[src/rtl/i_fetch.sv]
// ---------------------------------------------------------------------------
// i_fetch -- instruction-fetch stage of the five-stage pipeline.
//
// Owns the program counter, issues reads to the synchronous instruction
// memory and drives the IF/ID pipeline register that feeds i_decode. A
// one-entry hold buffer catches the word that returns while decode is
// frozen, so no fetched word is ever lost or duplicated across stalls.
//
// Parameters:
//   RESET_PC       PC value loaded on reset
//   NOP_WORD       bubble instruction injected into IF/ID
//
// Ports:
//   clk            single clock, rising edge
//   reset          asynchronous, active-high reset
//   reg_lock       hazard stall from decode (decode not advancing)
//   reg_lock_if    decode-requested fetch freeze (link sequence)
//   jump_or_branch redirect request from decode (combinational)
//   target         redirect address (low two bits ignored)
//   imem_rd        instruction-memory read strobe
//   imem_addr      word-aligned read address
//   imem_data      read data, valid one cycle after imem_rd
//   instruction    IF/ID instruction register
//   pc_plus_four   IF/ID address of the instruction plus 4
//   if_valid       1 when IF/ID holds a fetched word, 0 for a bubble
// ---------------------------------------------------------------------------
module i_fetch #(
    parameter logic [31:0] RESET_PC = 32'h0000_0000,
    parameter logic [31:0] NOP_WORD = 32'h5400_0000
) (
    input  logic        clk,
    input  logic        reset,
    input  logic        reg_lock,
    input  logic        reg_lock_if,
    input  logic        jump_or_branch,
    input  logic [31:0] target,
    output logic        imem_rd,
    output logic [31:0] imem_addr,
    input  logic [31:0] imem_data,
    output logic [31:0] instruction,
    output logic [31:0] pc_plus_four,
    output logic        if_valid
);

    // Force an address onto a word boundary.
    function automatic logic [31:0] word_align(input logic [31:0] addr);
        return {addr[31:2], 2'b00};
    endfunction

    logic [31:0] pc_r;
    logic        inflight_r;
    logic [31:0] inflight_pc_r;
    logic        hold_valid_r;
    logic [31:0] hold_word_r;
    logic [31:0] hold_pc_r;
    logic [31:0] instr_r;
    logic [31:0] ppf_r;
    logic        valid_r;

    logic        stall_s;
    logic        redirect_s;
    logic        issue_s;

    // A redirect is only honoured when decode itself is advancing; a
    // reg_lock_if freeze still lets the redirect land in the PC.
    assign stall_s    = reg_lock | reg_lock_if;
    assign redirect_s = jump_or_branch & ~reg_lock;
    // Never issue while the hold buffer is occupied: that keeps at most one
    // word outstanding, so the one-entry buffer cannot overflow.
    assign issue_s    = ~reset & ~stall_s & ~redirect_s & ~hold_valid_r;

    assign imem_rd      = issue_s;
    assign imem_addr    = word_align(pc_r);
    assign instruction  = instr_r;
    assign pc_plus_four = ppf_r;
    assign if_valid     = valid_r;

    // PC, outstanding-read tracking, hold buffer and IF/ID register update.
    always_ff @(posedge clk or posedge reset) begin
        if (reset) begin
            pc_r          <= word_align(RESET_PC);
            inflight_r    <= 1'b0;
            inflight_pc_r <= 32'h0000_0000;
            hold_valid_r  <= 1'b0;
            hold_word_r   <= 32'h0000_0000;
            hold_pc_r     <= 32'h0000_0000;
            instr_r       <= NOP_WORD;
            ppf_r         <= RESET_PC;
            valid_r       <= 1'b0;
        end else if (redirect_s) begin
            // Squash whatever is returning and whatever is buffered.
            pc_r         <= word_align(target);
            inflight_r   <= 1'b0;
            hold_valid_r <= 1'b0;
            if (!reg_lock_if) begin
                instr_r <= NOP_WORD;
                valid_r <= 1'b0;
            end else begin
                instr_r <= instr_r;
                valid_r <= valid_r;
            end
        end else if (stall_s) begin
            // IF/ID frozen; park the returning word, if any.
            inflight_r <= 1'b0;
            if (inflight_r) begin
                hold_valid_r <= 1'b1;
                hold_word_r  <= imem_data;
                hold_pc_r    <= inflight_pc_r;
            end else begin
                hold_valid_r <= hold_valid_r;
            end
        end else begin
            if (hold_valid_r) begin
                // Drain the buffer this cycle; issue resumes next cycle.
                instr_r      <= hold_word_r;
                ppf_r        <= hold_pc_r + 32'd4;
                valid_r      <= 1'b1;
                hold_valid_r <= 1'b0;
                inflight_r   <= 1'b0;
            end else begin
                if (inflight_r) begin
                    instr_r <= imem_data;
                    ppf_r   <= inflight_pc_r + 32'd4;
                    valid_r <= 1'b1;
                end else begin
                    instr_r <= NOP_WORD;
                    valid_r <= 1'b0;
                end
                pc_r          <= pc_r + 32'd4;
                inflight_r    <= 1'b1;
                inflight_pc_r <= pc_r;
            end
        end
    end

endmodule

[config.mk]
export PLATFORM = sky130hd
export DESIGN_NAME = i_fetch
export DESIGN_NICKNAME = d
export VERILOG_FILES = /design/src/rtl/i_fetch.sv
export SDC_FILE = /design/constraint.sdc
export NUM_CORES = 1
export LEC_CHECK = 0
export CAP_MARGIN = 20
export CORE_MARGIN = 2
export CORE_UTILIZATION = 55
export DETAILED_ROUTE_END_ITERATION = 6
export PLACE_DENSITY_LB_ADDON = 0.1
export SYNTH_ARGS = -nofsm -noshare
export SYNTH_HDL_FRONTEND = slang
export SYNTH_SLANG_ARGS = --single-unit
[constraint.sdc]
create_clock -name clk -period 11.3 [get_ports clk]
set_input_delay 2.26 -clock clk [delete_from_list [all_inputs] [get_ports clk]]
set_output_delay 2.26 -clock clk [all_outputs]
set_load 0.02 [all_outputs]
==> results of run 1 <==
==> per-stage QoR <==
step	std cells	total power [uW]	area, sq um	hold slack [ns]	util, %
2_1_floorplan	912	1230	9140	0.456	-
3_3_place_gp	1236	1440	10800	0.452	65.8
3_5_place_dp	1236	1450	10800	0.460	65.8
4_1_cts	1268	2060	11400	0.475	69.5
5_1_grt	1269	2160	11400	0.498	69.5
6_report	1269	2050	11400	0.467	69.5
==> cell type report <==
class                      count  area share, %
inverter                       7          0.274
tap                          220           2.41
sequential                   187           41.1
multi-input combinational    652           36.2
timing repair buffer         171           14.8
clock buffer                  19           3.88
clock inverter                13           1.35
==> state kept, by name (all words and copies together), names as in the netlist <==
name	count
hold_pc_r	30
hold_valid_r	1
pc_plus_four	30
inflight_pc_r	30
hold_word_r	32
inflight_r	1
if_valid	1
instruction	32
pc_r	30
==> logic make-up after synthesis <==
kind of cell    synth area share [%]
flops                           51.3
other cells                   0.0411
fa+ha+maj                      0.274
buf+inv                         3.71
xor+xnor                        1.53
compound gates                  13.7
simple gates                    18.1
mux                             11.3
==> power breakdown <==
group | switching, uW | internal (uW) | total [uW]
logic | 236 | 249 | 485
clock network | 269 | 339 | 608
registers | 135 | 819 | 954
total | 639 | 1410 | 2050
==> Yosys cell counts (all sizes together) (10+ instances only) <==
master and count:
nand4 14, mux2i 28, a21oi 13, mux2 67, o31ai 10, nand3 34
buf 28, nand3b 11, o311ai 11, a22oi 38, nand2 205, nor2 19
and3 10, dfrtp 184, clkbuf 38, o21ai 73, a221o 13, nor3 10
xnor2 12, and4 11
==> worst max-delay path: cells and delay by family <==
family | cells | cell delay [ns]
AND/OR/NAND/NOR | 3 | 0.86
buffers and inverters | 4 | 1.66
==> per-layer routing <==
layer / routed length (microns) / track usage, % / vias up
li1: - / - / 3522
met1: 10500 / 38.4 / 3476
met2: 9330 / 35.5 / 210
met3: 1080 / 5.29 / 26
met4: 298 / 6.39 / 0
met5: 0 / 0 / -
==> placed cells by master (no fill, tap or decap), types with 3 or more instances in the layout <==
| master | instances |
|---|---|
| a22oi_1 | 36 |
| o21a_1 | 3 |
| mux2_2 | 67 |
| o31ai_1 | 10 |
| a21oi_1 | 13 |
| o21ai_0 | 72 |
| nor3_1 | 10 |
| nand3_1 | 31 |
| conb_1 | 4 |
| clkbuf_16 | 17 |
| xor2_1 | 4 |
| or4_1 | 6 |
| clkdlybuf4s50_1 | 160 |
| mux2i_1 | 28 |
| nand2b_1 | 4 |
| nor2_1 | 19 |
| dfstp_2 | 3 |
| nor4_1 | 6 |
| and3_1 | 10 |
| a221o_1 | 13 |
| dfrtp_1 | 183 |
| xnor2_1 | 12 |
| and4_1 | 11 |
| inv_1 | 5 |
| o311ai_0 | 10 |
| inv_6 | 9 |
| o211ai_1 | 5 |
| or3_1 | 3 |
| a31oi_1 | 4 |
| nand2_1 | 205 |
| buf_4 | 10 |
| nor3b_1 | 4 |
| nand3b_1 | 11 |
| nand4_1 | 12 |
==> path summary, 6_finish.rpt <==
path                                 startpoint                to  slack (ns)  cells past startpoint
worst max-delay path                   reg_lock           imem_rd        4.22                      7
worst min-delay path            pc_plus_four[6]   pc_plus_four[6]        0.47                      2
worst max register to register     hold_valid_r  pc_plus_four[30]        7.87                      8
worst min register to register  pc_plus_four[6]   pc_plus_four[6]        0.47                      2
max in group asynchronous                 reset      hold_valid_r        6.93                      4
min in group asynchronous                 reset           pc_r[5]        2.28                      2
==> impl_metrics.yaml, run 1 <==
status:
  outcome: "finished, final reports clean"
grt:
  grt_overflow: 0
  grt_start_max_net_pins: 75
  antenna_found_initial: 0
  grt_pass1_wl_microns: 35200
  grt_pass1_vias: 6935
  track_usage_pct: 24.8
run:
  cap_viol_max_count: 0
place:
  numPortBuffers: 160
  gp_congestion: 0.842
  pre_cts_ws_ns: 4.22
  dpl.hpwl_microns: 14200
sta:
  skew_ns: 0.00803
  report.final.setup_viol: 0
  final_hold_viol_count: 0
  slew-limit-headroom_pct: 22.6
  max_freq_mhz: 141
  rsz0062_at_grt: "no"
  fin_ws_ns: 4.22
  setup_tns_ns: 0
  period_minus_slack_ns: 7.08
  worst_slew_pin_slew_ns: 1.16
  slew_viol_final: 0
  fin_crit_sh_pct: 62.7
cts:
  numCtsBuffers: 17
  cts_root_buf: "clkbuf_16"
  cts.path.max_buffers: 2
  h-tree-depth: 4
  cts.sinks: 187
  cts_setup_buffers: 0
  cts_tree: "done"
  cts_hold_buf: 0
  path_clk_slew_ns: 0.07
  post_cts_resized: 0
  worstSkewPairLatency_ns: 0.43
synth:
  synth-seq-cells: 187
  syn_inst: 909
  synth_largest_area_cell: "dfrtp_1"
  synth.area.top_cells: "dfrtp_1 50%, nand2_1 8.4%, mux2_2 8.3%"
  synthArstFlopShare_pct: 100
  ys_warn_count: 0
  yosysTopAreaCellShare_pct: 50.4
  synth_ff_type: "dfrtp_1"
  yosysUniqueCellTypes: 61
  ys_seq_area_share_pct: 51.3
  syn_area_sq_mm: 0.00913
  syn_avg_cell_area_sq_um: 10.0
  synth_edf_count: 0
critical_path:
  endpoint_kind: "output pin"
  crit_chain: "clkdlybuf4s50_1, or2_1, buf_4, or3_2, buf_4, nor2_1, clkdlybuf4s50_1"
  crit_fanout: 58
  worst-setup-path-type: "input pin to output pin"
  critPathMaxStageDelay_ns: 0.61
  crit_required_ns: 9.04
  critPathSlowestCell: "clkdlybuf4s50_1"
  start_kind: "input pin"
  cp_data_arrival_time_ns: 4.82
floorplan:
  die_x_microns: 133
  die_y_microns: 133
  num_rows: 47
  boundaryPins: 167
  fp.dieArea_sq_mm: 0.0176
  start_util_pct: 55.7
  core_sq_mm: 0.0164
min_path:
  min_path_type: "flip-flop to flip-flop"
pwr:
  ir_drop_uv: 130
  p_per_area_mw_per_mm2: 179
  p_leak_uw: 0.00481
route:
  drt_iter0_drc: 474
  dr.pass1.iters: 5
  via_count: 7234
  via_per_inst: 5.70
  routed_wl_microns: 21200
  post_drt_wl_per_cell_microns: 16.7
  drtAntennaViolNets: 0
  drc: 0
finish:
  n_fill_cell: 1318
  area_growth_pct: 24.9
  multi_input_area_sq_mm: 0.00413
  drive_above_1_share_pct: 12.1
  antenna_cells: 0
  nets: 1107
  register_area_sq_mm: 0.00469
Note: power is estimated with default switching activity, not from simulation.
==> run 2, diff against run 1 <==
CORE_UTILIZATION = 53   (was 55)
clock period = 7.1 ns   (was 11.3 ns; I/O delays follow)
==> run 2 against run 1 <==
Compared with the run above:
- sequential power increased by 59%
- design area about the same
- non-clock buffer count unchanged
- sequential cell count unchanged
- critical path depth unchanged
- clock power increased by 60%
- critical path type unchanged
- critical endpoint unchanged
==> impl_metrics.yaml, run 2 (same netlist as run 1, synthesis figures left out) <==
sta:
  final_hold_viol_count: 0
  max_freq_mhz: 186
  period_minus_slack_ns: 5.38
  slew_viol_final: 0
  worst_slew_pin_slew_ns: 0.963
  setup_tns_ns: 0
  slew-limit-headroom_pct: 35.3
  report.final.setup_viol: 0
  fin_crit_sh_pct: 75.8
  skew_ns: 0.00967
  rsz0062_at_grt: "no"
cts:
  cts_hold_buf: 0
  worstSkewPairLatency_ns: 0.44
  cts.sinks: 187
  cts.path.max_buffers: 2
  post_cts_resized: 0
  cts_root_buf: "clkbuf_16"
  path_clk_slew_ns: 0.07
  numCtsBuffers: 17
  cts_tree: "done"
  cts_setup_buffers: 0
  h-tree-depth: 4
route:
  drtAntennaViolNets: 0
  via_count: 7361
  via_per_inst: 5.80
  drt_iter0_drc: 641
  routed_wl_microns: 21900
  dr.pass1.iters: 5
  drc: 0
  post_drt_wl_per_cell_microns: 17.3
place:
  numPortBuffers: 160
  placed_cells: 1237
  gp_congestion: 0.837
  dpl.hpwl_microns: 14800
critical_path:
  critPathSlowestCell: "clkdlybuf4s50_1"
  critPathMaxStageDelay_ns: 0.61
  crit_required_ns: 5.68
  worst-setup-path-type: "input pin to output pin"
  crit_fanout: 58
  cp_data_arrival_time_ns: 3.96
  crit_chain: "clkdlybuf4s50_1, or2_1, buf_4, or3_2, buf_4, nor2_1, clkdlybuf4s50_1"
  endpoint_kind: "output pin"
  start_kind: "input pin"
finish:
  area_growth_pct: 25.0
  antenna_cells: 0
  nets: 1107
  final_cells: 1269
  drive_above_1_share_pct: 12.3
  final_cell_mix: "205 x nand2_1, 183 x dfrtp_1, 160 x clkdlybuf4s50_1"
  n_fill_cell: 1335
  final_common_cell: "nand2_1"
floorplan:
  boundaryPins: 167
  fp.dieArea_sq_mm: 0.0183
  die_x_microns: 135
  core_sq_mm: 0.0167
  die_y_microns: 135
  start_util_pct: 54.7
  num_rows: 47
pwr:
  p_leak_uw: 0.00481
  ir_drop_uv: 196
  power.total_uw: 3270
  p_per_area_mw_per_mm2: 287
grt:
  grt_pass1_vias: 6972
  grt_overflow: 0
  grt_start_max_net_pins: 71
  track_usage_pct: 25.3
  antenna_found_initial: 0
  grt_pass1_wl_microns: 36900
min_path:
  min_path_type: "flip-flop to flip-flop"
status:
  outcome: "finished, final reports clean"
run:
  cap_viol_max_count: 0
[run 2: changes by cell type in the layout (fill, tap and decap cells not counted), sizes merged]
cell	previous run	this run
buf	10	11
inv	16	15
clkinvlp	1	2
clkinv	1	3
clkbuf	20	17
[run 2: path summary, 6_finish.rpt]
path | cells after the start | start | slack (ns) | end
worst max-delay path | 7 | reg_lock | 1.72 | imem_rd
worst min-delay path | 2 | if_valid | 0.48 | if_valid
worst max register to register | 8 | hold_valid_r | 3.64 | pc_plus_four[28]
worst min register to register | 2 | if_valid | 0.48 | if_valid
max in group asynchronous | 3 | reset | 4.21 | hold_valid_r
min in group asynchronous | 2 | reset | 1.45 | inflight_pc_r[2]
[run 2: cell type report]
type	count	area, sq um	area share, %
clock buffers	17	425	3.73
clock inverters	15	173	1.51
inverters	7	31.3	0.274
multi-input cells	652	4130	36.2
flip-flops and latches	187	4690	41.1
well taps	220	275	2.41
repair buffers	171	1690	14.8
[run 2: critical path: cells and delay by family]
kind	cells	cell delay (ns)
buffers and inverters	4	1.65
AND/OR/NAND/NOR	3	0.85
[run 2: routing by layer]
layer  part of all wire [%]  track usage [%]
met1                     49             39.9
met2                     44             36.4
met3                    5.7             4.38
met4                   0.88             6.08
met5                      0                0
[run 2: stage by stage]
step / area (sq um) / util [%] / hold WS (ns) / setup slack (ns)
6_report: 11400 / 68.3 / 0.475 / 1.72
5_1_grt: 11400 / 68.3 / 0.495 / 1.56
4_1_cts: 11400 / 68.3 / 0.483 / 1.71
3_5_place_dp: 10800 / 64.8 / 0.466 / 1.71
3_3_place_gp: 10800 / 64.7 / 0.457 / 1.74
2_1_floorplan: 9140 / - / 0.456 / 0.600
[run 2: where the power goes]
group | leakage (uW) | switching, uW | total [uW] | internal, uW
logic | 0.00211 | 381 | 778 | 397
registers | 0.00241 | 219 | 1520 | 1300
clock network | 0.000289 | 440 | 970 | 531
total | 0.00481 | 1040 | 3270 | 2230
==> run 3, diff against run 2 <==
CORE_UTILIZATION = 48   (was 53)
clock period = 4.6 ns   (was 7.1 ns; I/O delays follow)
==> run 3 against run 2 <==
Compared with the run above:
- core utilization decreased by 6.9 points
- critical endpoint unchanged
- power increased by 54%
- sequential share of layout area decreased by 0.30 points
- hold slack got worse by 0.0013 ns
- sequential power increased by 55%
- clock power increased by 52%
- critical path depth decreased by 2
- design area increased by 0.73%
- first-iteration DRC count decreased by 6.1%
- non-clock buffer count increased by 7
- register-to-register slack got worse by 2.2 ns
==> impl_metrics.yaml, run 3 (same netlist as run 1, synthesis figures left out) <==
sta:
  slew_viol_final: 0
  setup_tns_ns: 0
  rsz0062_at_grt: "no"
  fin_crit_sh_pct: 83.1
  worst_slew_pin_slew_ns: 0.962
  max_freq_mhz: 262
  period_minus_slack_ns: 3.82
  report.final.setup_viol: 0
  slew-limit-headroom_pct: 35.9
  skew_ns: 0.00862
  fin_ws_ns: 0.779
  final_hold_viol_count: 0
place:
  gp_congestion: 0.824
  pre_cts_ws_ns: 0.783
  numPortBuffers: 160
  dpl.hpwl_microns: 15300
cts:
  cts_root_buf: "clkbuf_16"
  cts_setup_buffers: 0
  cts.path.max_buffers: 2
  h-tree-depth: 4
  post_cts_resized: 0
  path_clk_slew_ns: 0.07
  cts_hold_buf: 0
  cts.sinks: 187
  cts_tree: "done"
  worstSkewPairLatency_ns: 0.43
  numCtsBuffers: 17
grt:
  grt_start_max_net_pins: 72
  antenna_found_initial: 0
  grt_pass1_vias: 7099
  grt_overflow: 0
  grt_pass1_wl_microns: 37500
  track_usage_pct: 23.5
pwr:
  power_switching_uw: 1610
  power.clock.fraction_pct: 29.3
  ir_drop_uv: 283
  p_per_area_mw_per_mm2: 437
  p_leak_uw: 0.00485
  power.total_uw: 5030
  combPwrFrac_pct: 23.9
  power.internal_uw: 3420
  switching_share_pct: 32.1
  seq_power_share_pct: 46.9
floorplan:
  start_util_pct: 48.8
  num_rows: 50
  boundaryPins: 167
  die_x_microns: 142
  die_y_microns: 142
  fp.dieArea_sq_mm: 0.0201
  core_sq_mm: 0.0187
critical_path:
  worst-setup-path-type: "input pin to output pin"
  start_kind: "input pin"
  crit_required_ns: 3.68
  endpoint_kind: "output pin"
  cp_data_arrival_time_ns: 2.90
  crit_fanout: 5
run:
  cap_viol_max_count: 0
route:
  via_count: 7344
  routed_wl_microns: 22600
  drt_iter0_drc: 602
  via_per_inst: 5.69
  dr.pass1.iters: 5
  drc: 0
  post_drt_wl_per_cell_microns: 17.5
  drtAntennaViolNets: 0
finish:
  antenna_cells: 0
  n_fill_cell: 1610
  final_common_cell: "nand2_1"
  drive_above_1_share_pct: 12.9
  area_growth_pct: 25.9
  final_cell_mix: "205 x nand2_1, 183 x dfrtp_1, 160 x clkdlybuf4s50_1"
  nets: 1114
min_path:
  min_path_type: "flip-flop to flip-flop"
status:
  outcome: "finished, final reports clean"
==> run 3: changes by cell type in the layout (fill, tap and decap cells not counted), moves of 2 or more <==
cell,before,now
clkinv_4,2,5
inv_6,7,3
inv_8,2,4
buf_12,0,2
buf_4,10,16
==> run 3: path summary, 6_finish.rpt <==
path	from	endpoint	slack, ns	cells after the start
max	reg_lock	imem_rd	0.78	5
max in group asynchronous	reset	pc_plus_four[25]	2.70	3
max reg2reg	hold_valid_r	pc_plus_four[31]	1.47	6
min reg2reg	pc_plus_four[6]	pc_plus_four[6]	0.47	2
min in group asynchronous	reset	inflight_pc_r[9]	1.02	2
min	pc_plus_four[6]	pc_plus_four[6]	0.47	2
==> run 3: cell type report <==
cell class	count	area [sq um]	area share (%)
Multi-Input combinational cell	652	4130	35.9
Clock inverter	14	153	1.33
Sequential cell	187	4690	40.8
Timing Repair Buffer	178	1760	15.3
Tap cell	234	293	2.55
Clock buffer	18	439	3.82
Inverter	7	30.0	0.261
==> run 3: metal layers <==
layer	up-vias	GRT usage [%]	wire, microns
met5	-	0	0
met4	0	6.47	408
met3	26	4.15	1010
met2	205	34.2	9670
met1	3576	36.2	11500
li1	3537	-	-
==> run 3: worst max-delay path: stages <==
cell,delay (ns)
clkdlybuf4s50_1,0.49
or2_1,0.27
or3_2,0.51
nor2_1,0.12
clkdlybuf4s50_1,0.60
==> run 3: stage by stage <==
stage / util, % / hold WS, ns / cell area, sq um / cells
6_report: 61.5 / 0.474 / 11500 / 1290
3_3_place_gp: 58.3 / 0.454 / 10900 / 1258
2_1_floorplan: - / 0.456 / 9150 / 912
5_1_grt: 61.5 / 0.499 / 11500 / 1290
3_5_place_dp: 58.3 / 0.467 / 10900 / 1258
4_1_cts: 61.5 / 0.483 / 11500 / 1290
==> run 3: power by group through the flow <==
stage	Combinational (uW)	Sequential, uW	Clock [uW]
6_report	1200	2360	1470
5_1_grt	1320	2420	1570
4_1_cts	1210	2350	1500
3_5_place_dp	1200	2380	0
3_3_place_gp	1180	2370	0
2_1_floorplan	585	2440	0
